**src/rtl/ipsl_pcie_dma_tx_tlp_arb.sv**
```systemverilog
// ipsl_pcie_dma_tx_tlp_arb
// Merges the CPLD (src0), MRD (src1) and MWR (src2) TLP streams of the DMA tx
// path onto the single AXI-Stream slave port of the PCIe core.
//  - Packet-atomic arbitration: a granted source owns the port until its tlast
//    beat is accepted. One IDLE bubble cycle separates consecutive packets.
//  - Round-robin by default; define IPSL_PCIE_DMA_TX_ARB_STRICT_PRIO_EN for
//    fixed priority src0 > src1 > src2 (no RR pointer in that build).
//  - A 2-entry skid buffer registers the output, so i_axis_trdy never reaches
//    the source trdy outputs combinationally.
//  - Per-source TLP counters for debug, cleared by i_tx_restart.
// Handshake: every stream is valid/ready; a beat transfers on the rising edge
// where tvld & trdy are both high. A source holds tdata/tlast/tuser while tvld
// is high and trdy is low, and may leave tvld low between beats of a packet.
// The FSM state is visible on o_grant: zero in IDLE, one-hot in BUSY.
`timescale 1ns/1ps
module ipsl_pcie_dma_tx_tlp_arb #(
  parameter int DATA_WIDTH = 128,
  parameter int CNT_WIDTH  = 16
) (
  input  logic                  clk,
  input  logic                  rst_n,
  input  logic                  i_src0_tvld,
  output logic                  o_src0_trdy,
  input  logic [DATA_WIDTH-1:0] i_src0_tdata,
  input  logic                  i_src0_tlast,
  input  logic                  i_src0_tuser,
  input  logic                  i_src1_tvld,
  output logic                  o_src1_trdy,
  input  logic [DATA_WIDTH-1:0] i_src1_tdata,
  input  logic                  i_src1_tlast,
  input  logic                  i_src1_tuser,
  input  logic                  i_src2_tvld,
  output logic                  o_src2_trdy,
  input  logic [DATA_WIDTH-1:0] i_src2_tdata,
  input  logic                  i_src2_tlast,
  input  logic                  i_src2_tuser,
  output logic                  o_axis_tvld,
  input  logic                  i_axis_trdy,
  output logic [DATA_WIDTH-1:0] o_axis_tdata,
  output logic                  o_axis_tlast,
  output logic                  o_axis_tuser,
  input  logic                  i_tx_restart,
  output logic                  o_busy,
  output logic [2:0]            o_grant,
  output logic [CNT_WIDTH-1:0]  o_tlp_cnt0,
  output logic [CNT_WIDTH-1:0]  o_tlp_cnt1,
  output logic [CNT_WIDTH-1:0]  o_tlp_cnt2
);

  // A beat is stored as {tuser, tlast, tdata}.
  localparam int BW = DATA_WIDTH + 2;

  typedef enum logic {ST_IDLE = 1'b0, ST_BUSY = 1'b1} state_t;

  state_t               state, state_nxt;
  logic [2:0]           req, pick, grant, trdy;
  logic [BW-1:0]        beat_in;
  logic                 accept, last_accept;
  logic [BW-1:0]        skid_mem0, skid_mem1;
  logic [1:0]           skid_cnt, skid_cnt_nxt, wr_slot;
  logic                 skid_not_full;
  logic                 push, pop;
  logic [CNT_WIDTH-1:0] cnt0, cnt1, cnt2;

  assign req = {i_src2_tvld, i_src1_tvld, i_src0_tvld};

`ifdef IPSL_PCIE_DMA_TX_ARB_STRICT_PRIO_EN
  // Fixed priority winner: CPLD first, then MRD, then MWR.
  always_comb begin
    pick = 3'b000;
    if (req[0])      pick = 3'b001;
    else if (req[1]) pick = 3'b010;
    else if (req[2]) pick = 3'b100;
  end
`else
  // Next source to be offered first; only values 0..2 are ever loaded.
  logic [1:0] rr_ptr;

  // Round-robin winner: scan cyclically starting at rr_ptr.
  always_comb begin
    pick = 3'b000;
    case (rr_ptr)
      2'd1: begin
        if (req[1])      pick = 3'b010;
        else if (req[2]) pick = 3'b100;
        else if (req[0]) pick = 3'b001;
      end
      2'd2: begin
        if (req[2])      pick = 3'b100;
        else if (req[0]) pick = 3'b001;
        else if (req[1]) pick = 3'b010;
      end
      default: begin
        if (req[0])      pick = 3'b001;
        else if (req[1]) pick = 3'b010;
        else if (req[2]) pick = 3'b100;
      end
    endcase
  end

  // Advance the pointer past the winner once its packet completes.
  always_ff @(posedge clk or negedge rst_n) begin
    if (!rst_n) begin
      rr_ptr <= 2'd0;
    end else if (last_accept) begin
      if (grant[0])      rr_ptr <= 2'd1;
      else if (grant[1]) rr_ptr <= 2'd2;
      else               rr_ptr <= 2'd0;
    end
  end
`endif

  // Route the granted source's beat towards the skid buffer.
  always_comb begin
    beat_in = '0;
    if (grant[0])      beat_in = {i_src0_tuser, i_src0_tlast, i_src0_tdata};
    else if (grant[1]) beat_in = {i_src1_tuser, i_src1_tlast, i_src1_tdata};
    else if (grant[2]) beat_in = {i_src2_tuser, i_src2_tlast, i_src2_tdata};
  end

  assign accept      = |(trdy & req);
  assign last_accept = accept & beat_in[BW-2];

  // FSM state register.
  always_ff @(posedge clk or negedge rst_n) begin
    if (!rst_n) state <= ST_IDLE;
    else        state <= state_nxt;
  end

  // FSM next state: leave IDLE on any request, leave BUSY on the tlast accept.
  always_comb begin
    state_nxt = state;
    case (state)
      ST_IDLE: if (|pick)      state_nxt = ST_BUSY;
      ST_BUSY: if (last_accept) state_nxt = ST_IDLE;
      default: state_nxt = ST_IDLE;
    endcase
  end

  // FSM outputs: only the granted source sees trdy, and only while there is room.
  always_comb begin
    trdy   = 3'b000;
    o_busy = (skid_cnt != 2'd0);
    if (state == ST_BUSY) begin
      o_busy = 1'b1;
      if (skid_not_full) trdy = grant;
    end
  end

  // Grant register: latch the winner in IDLE, drop it after the tlast accept.
  always_ff @(posedge clk or negedge rst_n) begin
    if (!rst_n) begin
      grant <= 3'b000;
    end else if (state == ST_IDLE) begin
      grant <= pick;
    end else if (last_accept) begin
      grant <= 3'b000;
    end
  end

  assign push         = accept;
  assign pop          = (skid_cnt != 2'd0) & i_axis_trdy;
  assign skid_cnt_nxt = skid_cnt + {1'b0, push} - {1'b0, pop};
  // Slot an incoming beat lands in, after any same-cycle pop has shifted.
  assign wr_slot      = skid_cnt - {1'b0, pop};

  // Skid buffer: entry 0 is the head driving the core, entry 1 the overflow.
  always_ff @(posedge clk or negedge rst_n) begin
    if (!rst_n) begin
      skid_mem0     <= '0;
      skid_mem1     <= '0;
      skid_cnt      <= 2'd0;
      skid_not_full <= 1'b1;
    end else begin
      skid_cnt      <= skid_cnt_nxt;
      skid_not_full <= (skid_cnt_nxt != 2'd2);
      if (push && wr_slot == 2'd0) skid_mem0 <= beat_in;
      else if (pop)                skid_mem0 <= skid_mem1;
      if (push && wr_slot == 2'd1) skid_mem1 <= beat_in;
    end
  end

  // Debug TLP counters; a restart in the same cycle as an increment wins.
  always_ff @(posedge clk or negedge rst_n) begin
    if (!rst_n) begin
      cnt0 <= '0;
      cnt1 <= '0;
      cnt2 <= '0;
    end else if (i_tx_restart) begin
      cnt0 <= '0;
      cnt1 <= '0;
      cnt2 <= '0;
    end else if (last_accept) begin
      if (grant[0]) cnt0 <= cnt0 + 1'b1;
      if (grant[1]) cnt1 <= cnt1 + 1'b1;
      if (grant[2]) cnt2 <= cnt2 + 1'b1;
    end
  end

  assign o_src0_trdy  = trdy[0];
  assign o_src1_trdy  = trdy[1];
  assign o_src2_trdy  = trdy[2];
  assign o_axis_tvld  = (skid_cnt != 2'd0);
  assign o_axis_tuser = skid_mem0[BW-1];
  assign o_axis_tlast = skid_mem0[BW-2];
  assign o_axis_tdata = skid_mem0[DATA_WIDTH-1:0];
  assign o_grant      = grant;
  assign o_tlp_cnt0   = cnt0;
  assign o_tlp_cnt1   = cnt1;
  assign o_tlp_cnt2   = cnt2;

endmodule

```
**config.mk**
```make
export PLATFORM = sky130hd
export DESIGN_NAME = ipsl_pcie_dma_tx_tlp_arb
export DESIGN_NICKNAME = d
export VERILOG_FILES = /design/src/rtl/ipsl_pcie_dma_tx_tlp_arb.sv
export SDC_FILE = /design/constraint.sdc
export NUM_CORES = 1
export LEC_CHECK = 0
export ABC_AREA = 1
export CORE_AREA = 2 2 226 228
export CTS_CLUSTER_DIAMETER = 50
export DETAILED_ROUTE_END_ITERATION = 10
export DIE_AREA = 0 0 228 230
export GPL_TIMING_DRIVEN = 0
export SYNTH_ARGS = -nofsm -noshare
export SYNTH_HDL_FRONTEND = slang
export SYNTH_SLANG_ARGS = --single-unit
```
**constraint.sdc**
```tcl
create_clock -name clk -period 2.8 [get_ports clk]
set_input_delay 0.7 -clock clk [delete_from_list [all_inputs] [get_ports clk]]
set_output_delay 0.7 -clock clk [all_outputs]
set_load 0.02 [all_outputs]
```
# Word-level counts from Yosys, hierarchy flattened
# Index checks and enable logic that the tools add are counted.
[classes] add_sub_neg=6 n_eq_ne=5 muxes=34 bitwise=4 reduce_logical=14
[op_table] cell="$mux W130" count=5
[op_table] cell="$mux W16" count=9
[op_table] cell="$add A16 B1 Y16 const B" count=3
[op_table] cell="$mux W3" count=10
[op_table] cell="$reduce_bool A2 Y1" count=6
[op_table] cell="$mux W2" count=4
[op_table] cell="$pmux W3 S2" count=1
[op_table] cell="$reduce_and A2 Y1" count=3
[op_table] cell="$reduce_or A3 Y1" count=2
[op_table] cell="$eq A2 B1 Y1 const B" count=2
[op_table] cell="$mux W1" count=4
[op_table] cell="$sub A2 B1 Y2" count=2
[op_table] cell="$and A3 B3 Y3" count=1
[op_table] cell="$add A2 B1 Y2" count=1
[op_table] cell="$and A1 B1 Y1" count=2
[op_table] cell="$eq A2 B2 Y1 const B" count=1
[op_table] cell="$logic_and A1 B1 Y1" count=2
[op_table] cell="$logic_not A2 Y1" count=1
[op_table] cell="$ne A2 B1 Y1 const B" count=1
[op_table] cell="$ne A2 B2 Y1 const B" count=1
[op_table] cell="$pmux W1 S2" count=1
[op_table] cell="$not A1 Y1" count=1
[totals] regBits=317 in_bits=397 out_inout_bits=186

# Depth between registers and ports, before layout
# Gate-level depths: netlist (run 1).
[depth] ltp_word=7 ltp_mapped=12

# Worst setup path after synthesis (run 1)
# OpenSTA, ideal clock, no wires.
[synth_timing] path_type="in2reg" start="input i_axis_trdy" end="register skid_mem0[49]" arrival_ps=2382 required_ps=2675 setup_slack_ps=293 path_stages=12 path_buffers=3 cell_sequence="inv_1 nor2_1 clkbuf_1 ha_1 xor2_1 nor2_1 nand2_2 inv_2 buf_4 buf_2 nand2_1 nand3_1"
[synth_via] elab_chain_cells=5 elab_cells_between_ends=6 cone_classes="add/sub: 1; mux: 1; bitwise: 1; reduce/logical: 3"
[synth_lines] item="start, declared" line_no="38" source="input logic i_axis_trdy,"
[synth_lines] item="$and A1 B1 Y1 (*)" line_no="162" source="assign pop = (skid_cnt != 2'd0) & i_axis_trdy;"
[synth_lines] item="$sub A2 B1 Y2" line_no="165" source="assign wr_slot = skid_cnt - {1'b0, pop};"
[synth_lines] item="$logic_not A2 Y1" line_no="177" source="if (push && wr_slot == 2'd0) skid_mem0 <= beat_in;"
[synth_lines] item="$logic_and A1 B1 Y1" line_no="177"
[synth_lines] item="$mux W130 or $reduce_bool A2 Y1 (tied branches)"
[synth_lines] item="end signal, assigned" line_no="177"
[synth_lines] item="end signal, assigned" line_no="178" source="else if (pop) skid_mem0 <= skid_mem1;"
[synth_lines] item="end, declared" line_no="59" source="logic [BW-1:0] skid_mem0, skid_mem1;"
# Every way passes the cells marked *; elsewhere a longest branch is shown, timed or not.
# A chain may end at the register's enable or synchronous reset.

# Worst setup path in the final report (run 1)
[layout_timing] start="register grant[1] (netlist: o_grant[1])" end="output o_src1_trdy"
[layout_via] elab_chain_cells=2
[layout_lines] item="start, declared" line_no="56" source="logic [2:0] req, pick, grant, trdy;"
[layout_lines] item="start signal, assigned" line_no="155" source="grant <= pick;"
[layout_lines] item="$mux W3" line_no="146" source="if (skid_not_full) trdy = grant;"
[layout_lines] item="$mux W3" line_no="144" source="if (state == ST_BUSY) begin"
[layout_lines] item="end, declared" line_no="28" source="output logic o_src1_trdy,"
# Every way passes these cells.

==> qor.csv, run 1 <==
stage;metric;value;unit
status;status;finished clean;
sta;finalSetupViolCount;0;
global_route;grt_antenna_before_repair;4;
layout;finalNonFillerCells;3679;
sta;fmax;0.368;GHz
die;start_util;0.340;
worst_setup_path;path_cells;inv_1 > nor2_1 > clkdlybuf4s50_1;
clock_tree;cts_tree;built;
sta;hold_viol_final;0;
die;die_x;228;µm
synthesis;synthDistinctLibCells;26;
worst_setup_path;critical_path.endpoint_type;output pin;
drt;routed_wl;73.1;mm
worst_setup_path;critPathMaxFanout;7;
global_route;overflow;0;
sta;worstMarginPinSlew;1.13;ns
power_and_ir_drop;peakVddDrop;0.422;mV
worst_setup_path;critPathLaunchType;flip-flop;
global_route;first_global_vias;18522;
placement;dp_cells;3601;
global_route;grt_max_degree;110;
global_route;grtUsageTotal;0.275;
layout;final_area;25200;µm²
clock_tree;cts.htree.levels;2;
clock_tree;clk-insertion-delay-late;0.56;ns
layout;synthToLayoutAreaGrowth;48.7;%
sta;finalCritPeriodShare;0.972;
global_route;grt_pass1_wl;112;mm
power_and_ir_drop;finalPower;22800;µW
synthesis;syn_inst;2345;
synthesis;synthesis.area;17000;µm²
layout;post-route-util;0.505;
layout;layout-drive-gt1-share;0.0616;
drt;post_drt_wl_per_cell;19.9;µm
drt;drcViolationCount;0;
die;die-area;52400;µm²
layout;register_area;7940;µm²
clock_tree;cts_setup_buffers;0;
die;core_area;49900;µm²
worst_setup_path;crit_required;2.10;ns
drt;via_count;18768;
power_and_ir_drop;power_leakage;0.0116;µW
drt;vias_per_cell;5.10;
clock_tree;path_clk_slew;0.05;ns
sta;layout_min_cycle_time;2.72;ns
worst_setup_path;max_stage_delay;0.68;ns
layout;final_common_cell;nand2_1;
layout;final_nets;3377;
layout;multiInputGateArea;8100;µm²
sta;final.setup_skew;0.0201;ns
layout;nFillCells;4893;
die;fp-row-count;82;
job;drv_cap;0;
synthesis;syn_avg_cell_area;7.23;µm²
die;ios;583;
placement;place_area;23700;µm²
sta;timing.slew.headroom;0.247;
synthesis;ys_seq_area_frac;0.468;
clock_tree;cts_root_buf;clkbuf_16;
die;die-height;230;µm
placement;io_buffers;582;
clock_tree;clk_path_buf_depth;3;
layout;layout_common_cells;nand2_1 (923), nand3_1 (725), clkdlybuf4s50_1 (579), dfrtp_1 (315), nor2_1 (66);
clock_tree;cts_buffers;42;
drt;drt-pass1-iter-count;5;
drt;ant_nets;0;
synthesis;synth_seq_cells;317;
worst_setup_path;crit_path_top_delay_cell;clkdlybuf4s50_1;
sta;rsz0062_at_grt;false;
synthesis;yosysWarnings;0;
worst_setup_path;crit_type;flip-flop to output pin;
sta;hold_slack;0.201;ns
clock_tree;ctsHoldBuffers;0;
placement;place_congestion;0.964;
placement;hpwl;55.3;mm
synthesis;syn_nets;2749;
drt;drt_iter0_drc;1312;
sta;drv_slew;0;
hold_path;hp-class;input pin to async pin;
worst_setup_path;arrival;2.02;ns
power_and_ir_drop;powerDensity;906;nW/µm²
clock_tree;cts_num_sinks;317;
[where the power goes]
| part | internal (µW) | switching (µW) |
|---|---|---|
| clock network | 3460 | 2130 |
| logic | 3570 | 6710 |
| registers | 6110 | 865 |
[what timing repair did]
item,4_1_cts,5_1_grt
hold endpoints to repair,0,0
gates cloned,0,0
endpoints found under the setup margin,263,241
resized for setup,16,17
[path summary, 6_finish.rpt]
path | from | endpoint | slack [ns] | cells after the start
hold / removal | rst_n | skid_mem0[81]$_DFFE_PN0P_ | 0.20 | 1
setup / recovery | o_grant[1]$_DFFE_PN0P_ | o_src1_trdy | 0.08 | 3
setup reg to reg | o_grant[0]$_DFFE_PN0P_ | skid_mem0[123]$_DFFE_PN0P_ | 0.13 | 8
max in group asynchronous | rst_n | skid_mem0[44]$_DFFE_PN0P_ | 1.51 | 2
hold reg to reg | skid_mem1[124]$_DFFE_PN0P_ | skid_mem1[124]$_DFFE_PN0P_ | 0.48 | 2
min in group clk | skid_mem1[124]$_DFFE_PN0P_ | skid_mem1[124]$_DFFE_PN0P_ | 0.48 | 2
[metal layers]
layer  up-vias  global-route usage  part of all wire
met5         -                   0           0.00015
met1      8997               0.345              0.41
met4         2              0.0876             0.026
met3        96              0.0598             0.069
met2       673               0.470              0.49
li1       9000                   -                 -
[per-stage QoR]
stage	setup TNS (ns)	worst slack, ns
finish	0	0.0797
global route	0	0.0106
CTS	0	0.00820
detailed placement	-309.66	-1.28
global placement	-4435.85	-13.09
floorplan	0	0.293
[synth_stat cells (all sizes together)]
library cell	n	area share
nand2	925	0.20
ha	7	0.0052
xnor2	7	0.0036
nor2	71	0.016
dfrtp	316	0.47
dfstp	1	0.0016
buf	117	0.035
clkinv	1	0.00022
o21bai	3	0.0013
xor2	16	0.0083
nand3b	1	0.00044
a21oi	2	0.00059
o21ai	34	0.010
nand4	19	0.0070
nand3	730	0.22
clkbuf	50	0.011
inv	43	0.0095
nor3	2	0.00059
[state kept, by name, summed over array words and instances, names as in the netlist, 2 cells and up]
signal / flops
skid_cnt: 2
o_tlp_cnt2: 16
rr_ptr: 2
o_grant: 3
o_tlp_cnt0: 16
o_tlp_cnt1: 16
skid_mem0: 130
skid_mem1: 130
[worst max-delay path: cells and delay by family, from the launching register on]
family / cells / cell delay, ns
buffers and inverters: 2 / 0.81
AND/OR/NAND/NOR: 1 / 0.14
flip-flops: 1 / 0.52
[cell families after synthesis]
family,after synthesis,share of synthesized area
AO/OA/AOI/OAI,39,0.0120
flip-flops,317,0.468
AND/OR/NAND/NOR,1748,0.447
XOR/XNOR,23,0.0119
adder cells (fa/ha/maj),7,0.00517
buffers and inverters,211,0.0555
[final cells by class]
cell class | instances | area share
Multi-Input combinational cell | 1817 | 0.322
Sequential cell | 317 | 0.315
Timing Repair Buffer | 584 | 0.233
Clock buffer | 57 | 0.0489
Tap cell | 672 | 0.0334
Buffer | 167 | 0.0327
Clock inverter | 18 | 0.00849
Inverter | 44 | 0.00655
Antenna cell | 3 | 0.000298
Power figures use the tool's default switching activity.
==> run 2, diff against run 1 <==
CORE_AREA = 2 2 224 226   (was 2 2 226 228)
CTS_BUF_LIST = sky130_fd_sc_hd__clkbuf_8   (was default)
DIE_AREA = 0 0 226 228   (was 0 0 228 230)
==> run 2 against run 1 <==
Non-clock buffer count did not move. Register-to-register slack gained 0.11 ns. First-iteration DRC count rose by 5.0%. Flip-flop and latch count unchanged. Critical path depth increased by 9. Worst setup slack better by 0.041 ns. Sequential share of layout area up 0.32 points. Final cell count rose by 0.76%. Hold slack got worse by 0.14 ns. Sequential power barely moved. Final area decreased by 1.0%. Largest power group unchanged.
==> qor.csv, run 2 (synthesized netlist as in run 1, its figures left out) <==
stage;metric;value;unit;change
clock_tree;cts_buffers;56;;+33%
power_and_ir_drop;powerDensity;871;nW/µm²;-3.9%
drt;post_drt_wl_per_cell;19.6;µm;-1.2%
worst_setup_path;ff2ff_setup_slack;0.24;ns;+0.11 ns
placement;place_congestion;0.920;;-4.6%
worst_setup_path;crit_required;3.35;ns;+1.25 ns
global_route;grt_pass1_wl;109;mm;-2.1%
global_route;grt_max_degree;120;;+9.1%
worst_setup_path;r2r-start;o_grant[0]$_DFFE_PN0P_;;
sta;fmax;0.373;GHz;+1.5%
global_route;use_met2;0.463;;-0.00692
die;ios;583;;unchanged
worst_setup_path;cpMostUsedCell;nand3_1;;
sta;drv_slew;0;;unchanged
global_route;grt_antenna_before_repair;7;;+3
power_and_ir_drop;finalPower;21700;µW;-4.8%
clock_tree;clk_path_buf_depth;3;;unchanged
sta;layout_min_cycle_time;2.68;ns;-0.0410 ns
drt;drt_iter0_drc;1377;;+5.0%
worst_setup_path;crit_path_top_delay_cell;clkdlybuf4s50_1;;
drt;via_count;18911;;+0.76%
layout;synthToLayoutAreaGrowth;47.2;%;
sta;rsz0062_at_grt;false;;
global_route;busiest_layer;met2;;
layout;top_regs;skid_mem0: 130 flops, skid_mem1: 130 flops;;
clock_tree;cts_root_buf;clkbuf_8;;
hold_path;hp-class;input pin to async pin;;
layout;layout-drive-gt1-share;0.0647;;+0.00308
worst_setup_path;critPathMaxFanout;10;;+3
worst_setup_path;path_cells;clkdlybuf4s50_1 > inv_1 > nor2_4 > buf_4 > ha_1 > xor2_2 > nor2_2 > nand2_4 > buf_6 > buf_2 > nand3_1 > nand3_1;;
clock_tree;path_clk_slew;0.06;ns;about the same
global_route;use_met1;0.341;;-0.00416
clock_tree;ctsHoldBuffers;0;;unchanged
worst_setup_path;critPathLaunchType;input pin;;
clock_tree;clk-insertion-delay-late;0.65;ns;+0.09 ns
worst_setup_path;arrival;3.23;ns;+1.21 ns
placement;io_buffers;582;;unchanged
drt;routed_wl;72.8;mm;-0.47%
drt;vias_per_cell;5.10;;about the same
sta;final.setup_skew;0.0310;ns;+0.0110 ns
sta;hold_slack;0.0574;ns;-0.144 ns
worst_setup_path;worstRegToRegCells;7;;-1
worst_setup_path;critical_path.endpoint_type;flip-flop;;
sta;hold_viol_final;0;;unchanged
worst_setup_path;crit_type;input pin to flip-flop;;
drt;drt-pass1-iter-count;5;;unchanged
clock_tree;cts.htree.levels;2;;unchanged
power_and_ir_drop;power_leakage;0.0115;µW;-0.16%
status;status;finished clean;;
die;die_x;226;µm;-0.88%
global_route;first_global_vias;18551;;+0.16%
drt;drcViolationCount;0;;unchanged
placement;dpl_worst_slack;-1.47;ns;-0.192 ns
worst_setup_path;r2r-end;skid_mem0[119]$_DFFE_PN0P_;;
sta;worst_slack;0.121;ns;+0.0410 ns
global_route;use_met3;0.0687;;+0.00888
die;fp-row-count;82;;unchanged
global_route;grtUsageTotal;0.276;;+0.00187
sta;worstMarginPinSlew;1.17;ns;+0.0435 ns
job;drv_cap;0;;unchanged
placement;hpwl;54.5;mm;-1.5%
worst_setup_path;max_stage_delay;0.50;ns;-0.18 ns
layout;final_nets;3391;;+0.41%
global_route;overflow;0;;unchanged
die;die-height;228;µm;-0.87%
clock_tree;cts_setup_buffers;0;;unchanged
layout;final_common_cell;nand2_1;;
die;start_util;0.343;;+0.00353
sta;finalCritPeriodShare;0.957;;-0.0147
sta;finalSetupViolCount;0;;unchanged
layout;layout_common_cells;nand2_1 (923), nand3_1 (725), clkdlybuf4s50_1 (578), dfrtp_1 (315), clkbuf_8 (72);;
clock_tree;cts_num_sinks;317;;unchanged
drt;ant_nets;0;;unchanged
clock_tree;cts_tree;built;;
power_and_ir_drop;peakVddDrop;0.463;mV;+9.6%
die;core_area;49300;µm²;-1.0%
sta;timing.slew.headroom;0.218;;-0.0290
die;die-area;51500;µm²;-1.7%
## run 2: cell types whose count changed in the layout (fill, tap and decap cells not counted), sizes merged, moves of 2 or more
cell	before	now
inv	46	65
clkinv	10	7
bufinv	4	2
clkinvlp	2	0
buf	113	110
clkbuf	114	132
## run 2: worst max path at each step
stage	startpoint	endpoint	cells past startpoint
floorplan	i_axis_trdy	skid_mem0[49]$_DFFE_PN0P_	12
global placement	rst_n	o_tlp_cnt2[12]$_DFFE_PN0P_	1
detailed placement	i_axis_trdy	skid_mem0[115]$_DFFE_PN0P_	12
CTS	skid_cnt[0]$_DFF_PN0_	o_busy	3
global route	skid_cnt[1]$_DFF_PN0_	o_busy	3
finish	i_axis_trdy	skid_mem0[40]$_DFFE_PN0P_	12
## run 2: layout make-up
type,count,area [µm²]
fillers,4888,24400
clock inverters,30,181
inverters,44,165
repair buffers,584,5880
well taps,672,841
plain buffers,167,835
diodes,4,10.0
multi-input cells,1817,8110
flip-flops and latches,317,7940
clock buffers,72,991
## run 2: critical path: cells and delay by family
kind          cells  cell delay (ns)
simple gates      5             0.74
fa+ha+maj         1             0.21
xor+xnor          1             0.22
buf+inv           5             1.34
## run 2: stage by stage
step	setup TNS, ns	instance area [µm²]	utilization	cells
final	0	24900	0.506	3707
after global routing	0	24900	0.505	3706
after CTS	0	24900	0.504	3703
after detailed placement	-357.35	23700	0.480	3601
after global placement	-4498.38	23600	0.479	3599
after floorplan	0	17000	-	2345
## run 2: where the power goes
part / switching [µW] / internal, µW / leakage (µW)
Sequential: 865 / 6110 / 0.00423
Clock: 2010 / 2480 / 0.000686
Combinational: 6700 / 3580 / 0.00663
## run 2: metal layers
metal	up-vias	part of all wire
met3	123	0.079
li1	9049	-
met5	-	0.00051
met2	712	0.48
met1	9021	0.41
met4	6	0.036
## run 2: what timing repair did
item | 4_1_cts | 5_1_grt
endpoints found under the setup margin | 264 | 224
endpoints found under the hold margin | 0 | 0
resized for setup | 19 | 17
pin swaps | 0 | 0
